<file path="src/rtl/dtree_pkg.sv">
// Shared types and the trained node table for the sequential decision-tree evaluator.
package dtree_pkg;

  localparam int DT_N_FEAT  = 7;
  localparam int DT_FEAT_W  = 8;
  localparam int DT_CLASS_W = 5;
  localparam int DT_NODE_AW = 4;
  localparam int DT_FIDX_W  = 3;
  localparam int DT_SHIFT_W = 3;
  localparam int DT_N_NODES = 1 << DT_NODE_AW;

  typedef enum logic [1:0] {
    IDLE = 2'd0,
    EVAL = 2'd1,
    DONE = 2'd2
  } state_t;

  typedef struct packed {
    logic                  leaf;
    logic [DT_CLASS_W-1:0] cls;
    logic [DT_FIDX_W-1:0]  feat_idx;
    logic [DT_SHIFT_W-1:0] shift;
    logic [DT_FEAT_W-1:0]  thr;
    logic [DT_NODE_AW-1:0] left;
    logic [DT_NODE_AW-1:0] right;
  } node_t;

  typedef node_t [DT_N_NODES-1:0] node_tab_t;

  function automatic node_t mk_leaf(input logic [DT_CLASS_W-1:0] cls);
    node_t n;
    n      = '0;
    n.leaf = 1'b1;
    n.cls  = cls;
    return n;
  endfunction

  function automatic node_t mk_int(input logic [DT_FIDX_W-1:0]  fidx,
                                   input logic [DT_SHIFT_W-1:0] sh,
                                   input logic [DT_FEAT_W-1:0]  thr,
                                   input logic [DT_NODE_AW-1:0] l,
                                   input logic [DT_NODE_AW-1:0] r);
    node_t n;
    n          = '0;
    n.feat_idx = fidx;
    n.shift    = sh;
    n.thr      = thr;
    n.left     = l;
    n.right    = r;
    return n;
  endfunction

  // Unused slots are all-zero: internal nodes pointing back to the root,
  // so a corrupt pointer ends in the depth abort rather than a bogus class.
  function automatic node_tab_t build_tree();
    node_tab_t t;
    t    = '0;
    t[0] = mk_int(3'd6, 3'd5, 8'd0, 4'd1, 4'd2);
    t[1] = mk_leaf(5'd3);
    t[2] = mk_int(3'd1, 3'd6, 8'd1, 4'd3, 4'd4);
    t[3] = mk_leaf(5'd7);
    t[4] = mk_leaf(5'd12);
    return t;
  endfunction

  // Degenerate table whose root loops onto itself; exercises the depth abort.
  function automatic node_tab_t build_loop();
    node_tab_t t;
    t    = '0;
    t[0] = mk_int(3'd0, 3'd0, 8'd0, 4'd0, 4'd0);
    return t;
  endfunction

  localparam node_tab_t NODE_TABLE = build_tree();
  localparam node_tab_t LOOP_TABLE = build_loop();

endpackage

</file>
<file path="src/rtl/dtree_node_rom.sv">
// Combinational node-table lookup: address in, node word out.
module dtree_node_rom
  import dtree_pkg::*;
#(
  parameter node_tab_t TABLE = NODE_TABLE
) (
  input  logic [DT_NODE_AW-1:0] addr,
  output node_t                 node
);

  assign node = TABLE[addr];

endmodule

</file>
<file path="src/rtl/dtree_seq_eval.sv">
// Sequential decision-tree evaluator: walks the node table one node per cycle
// through a single shared shift-and-compare unit.
module dtree_seq_eval
  import dtree_pkg::*;
#(
  parameter int        N_FEAT    = DT_N_FEAT,
  parameter int        FEAT_W    = DT_FEAT_W,
  parameter int        CLASS_W   = DT_CLASS_W,
  parameter int        NODE_AW   = DT_NODE_AW,
  parameter int        MAX_DEPTH = 15,
  parameter node_tab_t TABLE     = NODE_TABLE
) (
  input  logic                     clk,
  input  logic                     rst_n,
  input  logic                     in_valid,
  output logic                     in_ready,
  input  logic [N_FEAT*FEAT_W-1:0] in_feat,
  output logic                     out_valid,
  input  logic                     out_ready,
  output logic [CLASS_W-1:0]       out_class,
  output logic                     out_err,
  output logic                     busy
);

  localparam int DEPTH_W = $clog2(MAX_DEPTH + 1);

  state_t                         state, state_nxt;
  logic [N_FEAT-1:0][FEAT_W-1:0]  feat_q;
  logic [NODE_AW-1:0]             node_q;
  logic [DEPTH_W-1:0]             depth_q;
  node_t                          nd;
  logic [FEAT_W-1:0]              fsel;
  logic [FEAT_W-1:0]              fshift;
  logic                           go_left;
  logic                           at_limit;

  dtree_node_rom #(.TABLE(TABLE)) u_rom (
    .addr (node_q),
    .node (nd)
  );

  // Feature mux; an index past the last feature reads as zero.
  always_comb begin
    fsel = '0;
    for (int i = 0; i < N_FEAT; i++)
      if (int'(nd.feat_idx) == i) fsel = feat_q[i];
  end

  assign fshift   = fsel >> nd.shift;
  assign go_left  = (fshift <= nd.thr);
  assign at_limit = (depth_q == DEPTH_W'(MAX_DEPTH));

  // State register.
  always_ff @(posedge clk or negedge rst_n) begin
    if (!rst_n) state <= IDLE;
    else        state <= state_nxt;
  end

  // Next-state logic; a result is held in DONE until the consumer takes it.
  always_comb begin
    state_nxt = state;
    case (state)
      IDLE:    if (in_valid)             state_nxt = EVAL;
      EVAL:    if (nd.leaf || at_limit)  state_nxt = DONE;
      DONE:    if (out_ready)            state_nxt = IDLE;
      default:                           state_nxt = IDLE;
    endcase
  end

  // Datapath: feature capture on handshake, node/depth walk, result latch.
  always_ff @(posedge clk or negedge rst_n) begin
    if (!rst_n) begin
      feat_q    <= '0;
      node_q    <= '0;
      depth_q   <= '0;
      out_class <= '0;
      out_err   <= 1'b0;
    end else begin
      case (state)
        IDLE: if (in_valid) begin
          feat_q  <= in_feat;
          node_q  <= '0;
          depth_q <= '0;
        end
        EVAL: begin
          if (nd.leaf) begin
            out_class <= nd.cls;
            out_err   <= 1'b0;
          end else if (at_limit) begin
            out_class <= '0;
            out_err   <= 1'b1;
          end else begin
            node_q  <= go_left ? nd.left : nd.right;
            depth_q <= depth_q + 1'b1;
          end
        end
        default: ;
      endcase
    end
  end

  assign in_ready  = (state == IDLE);
  assign busy      = (state == EVAL);
  assign out_valid = (state == DONE);

endmodule

</file>
<file path="config.mk">
export PLATFORM = sky130hd
export DESIGN_NAME = dtree_seq_eval
export DESIGN_NICKNAME = d
export VERILOG_FILES = /design/src/rtl/dtree_pkg.sv /design/src/rtl/dtree_node_rom.sv /design/src/rtl/dtree_seq_eval.sv
export SDC_FILE = /design/constraint.sdc
export NUM_CORES = 1
export LEC_CHECK = 0
export ABC_AREA = 1
export BUFFER_PORTS_ARGS = -buffer_cell sky130_fd_sc_hd__buf_2
export CAP_MARGIN = 30
export CORE_MARGIN = 3
export CORE_UTILIZATION = 30
export DETAILED_ROUTE_END_ITERATION = 8
export HOLD_SLACK_MARGIN = 0.1
export SYNTH_ARGS = -nofsm -noshare
export SYNTH_HDL_FRONTEND = slang
export SYNTH_SLANG_ARGS = --single-unit
</file>
<file path="constraint.sdc">
create_clock -name clk -period 3.6 [get_ports clk]
set_clock_uncertainty 0.2 [all_clocks]
set_input_delay 1.08 -clock clk [delete_from_list [all_inputs] [get_ports clk]]
set_output_delay 1.08 -clock clk [all_outputs]
set_load 0.01 [all_outputs]
</file>
==> impl_summary.log <==
INFO  metric status = finished, final reports clean
INFO  metric finish.net_count = 219
INFO  metric worst_rel_slew_slack = 0.619
INFO  metric max_clock_freq = 412 MHz
INFO  metric worst_skew_pair.late_latency = 280 ps
INFO  metric place.detailed.hpwl = 1.59 mm
INFO  metric netlist-cell-type-count = 28
INFO  metric rsz_0062_raised_after_global_routing = no
INFO  metric post_cts_resized = 0
INFO  metric antenna_left = 0
INFO  metric coreArea = 4060 um^2
INFO  metric tritoncts_num_sinks = 26
INFO  metric stdcell_area = 1470 um^2
INFO  metric clkTransAtPathRegs = 90 ps
INFO  metric cts-root-to-sink-buffers = 2
INFO  metric timing.final.ws_setup = 1170 ps
INFO  metric grt-ovfl-total = 0
INFO  metric count_of_state_elements_after_synthesis = 26
INFO  metric worst_ir_drop_vdd = 0.000375 V
INFO  metric syn_nets = 194
INFO  metric detail_route.first_pass.iterations = 4
INFO  metric synth_area_per_cell = 9.63 um^2
INFO  metric timing_worst_setup_path_type = flip-flop to output pin
INFO  metric timing.critical_path.arrival = 1150 ps
INFO  metric place_congestion = 0.795
INFO  metric drv_slew = 0
INFO  metric grt_first_pass_wirelength = 3.75 mm
INFO  metric start_util = 0.313
INFO  metric finalWirelength = 2.13 mm
INFO  metric pwr-share-comb = 0.450
INFO  metric cts.htree.levels = 1
INFO  metric placed_cells_incl_taps = 202
INFO  metric layout_cells_sized_above_1 = 0.308
INFO  metric instances_no_fill = 206
INFO  metric critical_path.startpoint_type = flip-flop
INFO  metric swShare = 0.391
INFO  metric grt_antenna_before_repair = 0
INFO  metric endpoint_kind = output pin
INFO  metric detail_route.wl_per_cell = 10.3 um
INFO  metric remaining_drc_errors = 0
INFO  metric report.final.hold_viol_count = 0
INFO  metric final.fill_count = 425
INFO  metric top_level_ports = 69
INFO  metric final_critical_period = 2430 ps
INFO  metric clock_tree_from_tritoncts = built
INFO  metric track_usage = 0.0933
INFO  metric dr_total_vias = 900
INFO  metric via_per_inst = 4.37
INFO  metric cts_root_buf = sky130_fd_sc_hd__clkbuf_8
INFO  metric port_buffers = 24
INFO  metric grt_max_degree = 27
INFO  metric power_density = 872 nW/um^2
INFO  metric synth-warning-count = 0
INFO  metric dpl_cell_area = 1420 um^2
INFO  metric actual_slew_at_the_worst_max_slew_pin = 571 ps
INFO  metric maxCapViolCount = 0
INFO  metric mappedNetlistArea = 1270 um^2
INFO  metric die_h = 71.1 um
INFO  metric synth_seq_area_share = 0.512
INFO  metric ctsHoldBuffers = 0
INFO  metric power.net_switching = 502 uW
INFO  metric number_of_buffers_created_by_cts = 3
INFO  metric rows = 23
INFO  metric timing.critical_path.required = 2320 ps
INFO  metric sequentialPowerShare = 0.402
INFO  metric die_area = 5050 um^2
INFO  metric postSynthCellCount = 132
INFO  metric total_leakage_power = 0.772 nW
INFO  metric p_int = 781 uW
INFO  metric flow.area_growth_from_synthesis = 15.7%
INFO  metric clockPowerShare = 0.148
INFO  metric vias_in_the_first_global_route = 849
INFO  metric placement.setup.worst_slack = 1340 ps
INFO  metric die_width = 71.1 um
INFO  metric setup-tns-final = 0 ps
INFO  metric final_min_period_over_clock_period = 0.675
INFO  metric post_cts_buffers = 0
INFO  metric hold_wc_path_type = flip-flop to flip-flop
INFO  metric detailedRoute.firstIterationViolations = 23
INFO  metric crit_fanout = 4
INFO  metric antenna-diode-count = 0
INFO  metric setup_violations = 0
cell families (layout without fill, tap and decap cells):
group | count (synthesis) | in the layout | synth area share
AOI/OAI and AO/OA | 14 | 14 | 0.0620
DFF | 26 | 26 | 0.512
and+or+nand+nor | 59 | 59 | 0.219
xor gates and xnor gates | 2 | 2 | 0.0138
other | 1 | 1 | 0.00295
muxes | 10 | 10 | 0.100
buffers and inverters | 18 | 42 | 0.0709
adders and majority gates | 2 | 2 | 0.0197
final cells by class:
| type | instances | area, um^2 | area share |
|---|---|---|---|
| Clock buffer | 4 | 55.1 | 0.0374 |
| Inverter | 14 | 52.6 | 0.0357 |
| Multi-Input combinational cell | 88 | 531 | 0.361 |
| Sequential cell | 26 | 651 | 0.442 |
| Tap cell | 50 | 62.6 | 0.0425 |
| Timing Repair Buffer | 24 | 120 | 0.0816 |
flip-flops by register name (all words and copies together) (netlist names):
register and cells:
feat_q 13, depth_q 4, node_q 3, out_class 3, state 2, out_err 1
placed cells by master, fill, tap and decap left out, drive strengths merged:
master and n:
xor2 1, a21oi 4, nand2 32, conb 1, nand3 9, buf 24
dfrtp 26, clkbuf 4, inv 14, or2 1, ha 2, o21a 1
nand4 1, mux2 10, o31ai 1, xnor2 1, o21ai 7, a22o 1
nor2 16
power groups by stage:
stage | logic (mW) | clock network (mW) | registers (mW)
floorplan | 0.472 | 0 | 0.511
global placement | 0.580 | 0 | 0.520
detailed placement | 0.588 | 0 | 0.522
CTS | 0.588 | 0.199 | 0.517
global route | 0.674 | 0.207 | 0.535
finish | 0.577 | 0.190 | 0.515
metrics by stage:
stage                      util  hold WS [ps]  total power, mW
final                     0.363           295             1.28
after CTS                 0.363           306             1.30
after global routing      0.363           334             1.42
after detailed placement  0.349           283             1.11
after global placement    0.349           276             1.10
after floorplan               -           268            0.983
per-layer routing:
layer  part of all wire  track usage  up-vias
met5                  0            0        -
met4              0.015       0.0313        0
met3              0.059       0.0313        5
met2               0.44        0.139       24
met1               0.49        0.127      402
li1                   -            -      469
worst max-delay path: stages (launching register included):
cell                      delay (ps)
sky130_fd_sc_hd__dfrtp_1         430
sky130_fd_sc_hd__inv_2            90
sky130_fd_sc_hd__nand2_2          70
sky130_fd_sc_hd__inv_1           130
sky130_fd_sc_hd__buf_2           150
synthesized netlist by cell type:
library cell              instances  area share
sky130_fd_sc_hd__nand3_4          1       0.014
sky130_fd_sc_hd__o31ai_1          1      0.0059
sky130_fd_sc_hd__or2_4            1      0.0069
sky130_fd_sc_hd__xor2_1           1      0.0069
sky130_fd_sc_hd__mux2_4           4       0.047
sky130_fd_sc_hd__o21ai_0          4       0.016
sky130_fd_sc_hd__dfrtp_1         26        0.51
sky130_fd_sc_hd__a21oi_1          4       0.016
sky130_fd_sc_hd__nand2_2          1      0.0049
sky130_fd_sc_hd__buf_4            2       0.012
sky130_fd_sc_hd__conb_1           1      0.0029
sky130_fd_sc_hd__mux2_2           6       0.053
sky130_fd_sc_hd__nor2_4           1      0.0089
sky130_fd_sc_hd__inv_2            3      0.0089
sky130_fd_sc_hd__nand4_1          1      0.0049
sky130_fd_sc_hd__nand2_1         30       0.089
sky130_fd_sc_hd__xnor2_1          1      0.0069
sky130_fd_sc_hd__inv_1           11       0.032
sky130_fd_sc_hd__nand2_4          1      0.0089
sky130_fd_sc_hd__nand3_1          7       0.028
sky130_fd_sc_hd__nor2_2           1      0.0049
sky130_fd_sc_hd__buf_6            2       0.018
sky130_fd_sc_hd__a22o_1           1      0.0069
sky130_fd_sc_hd__nor2_1          14       0.041
sky130_fd_sc_hd__nand3_2          1      0.0079
sky130_fd_sc_hd__o21ai_1          3       0.012
sky130_fd_sc_hd__ha_1             2       0.020
sky130_fd_sc_hd__o21a_1           1      0.0059
path summary, 6_finish.rpt:
path                                          startpoint                       end  slack [ps]  cells past startpoint
worst max-delay path                state[1]$_DFFE_PN0P_                      busy        1170                      4
worst min-delay path            out_class[3]$_DFFE_PN0P_  out_class[3]$_DFFE_PN0P_         300                      2
worst max register to register     node_q[0]$_DFFE_PN0P_     node_q[2]$_DFFE_PN0P_        1330                     13
worst min register to register  out_class[3]$_DFFE_PN0P_  out_class[3]$_DFFE_PN0P_         300                      2
max in group asynchronous                          rst_n    depth_q[2]$_DFFE_PN0P_        2230                      1
min in group asynchronous                          rst_n     feat_q[7]$_DFFE_PN0P_         590                      1
Power figures use the tool's default switching activity.
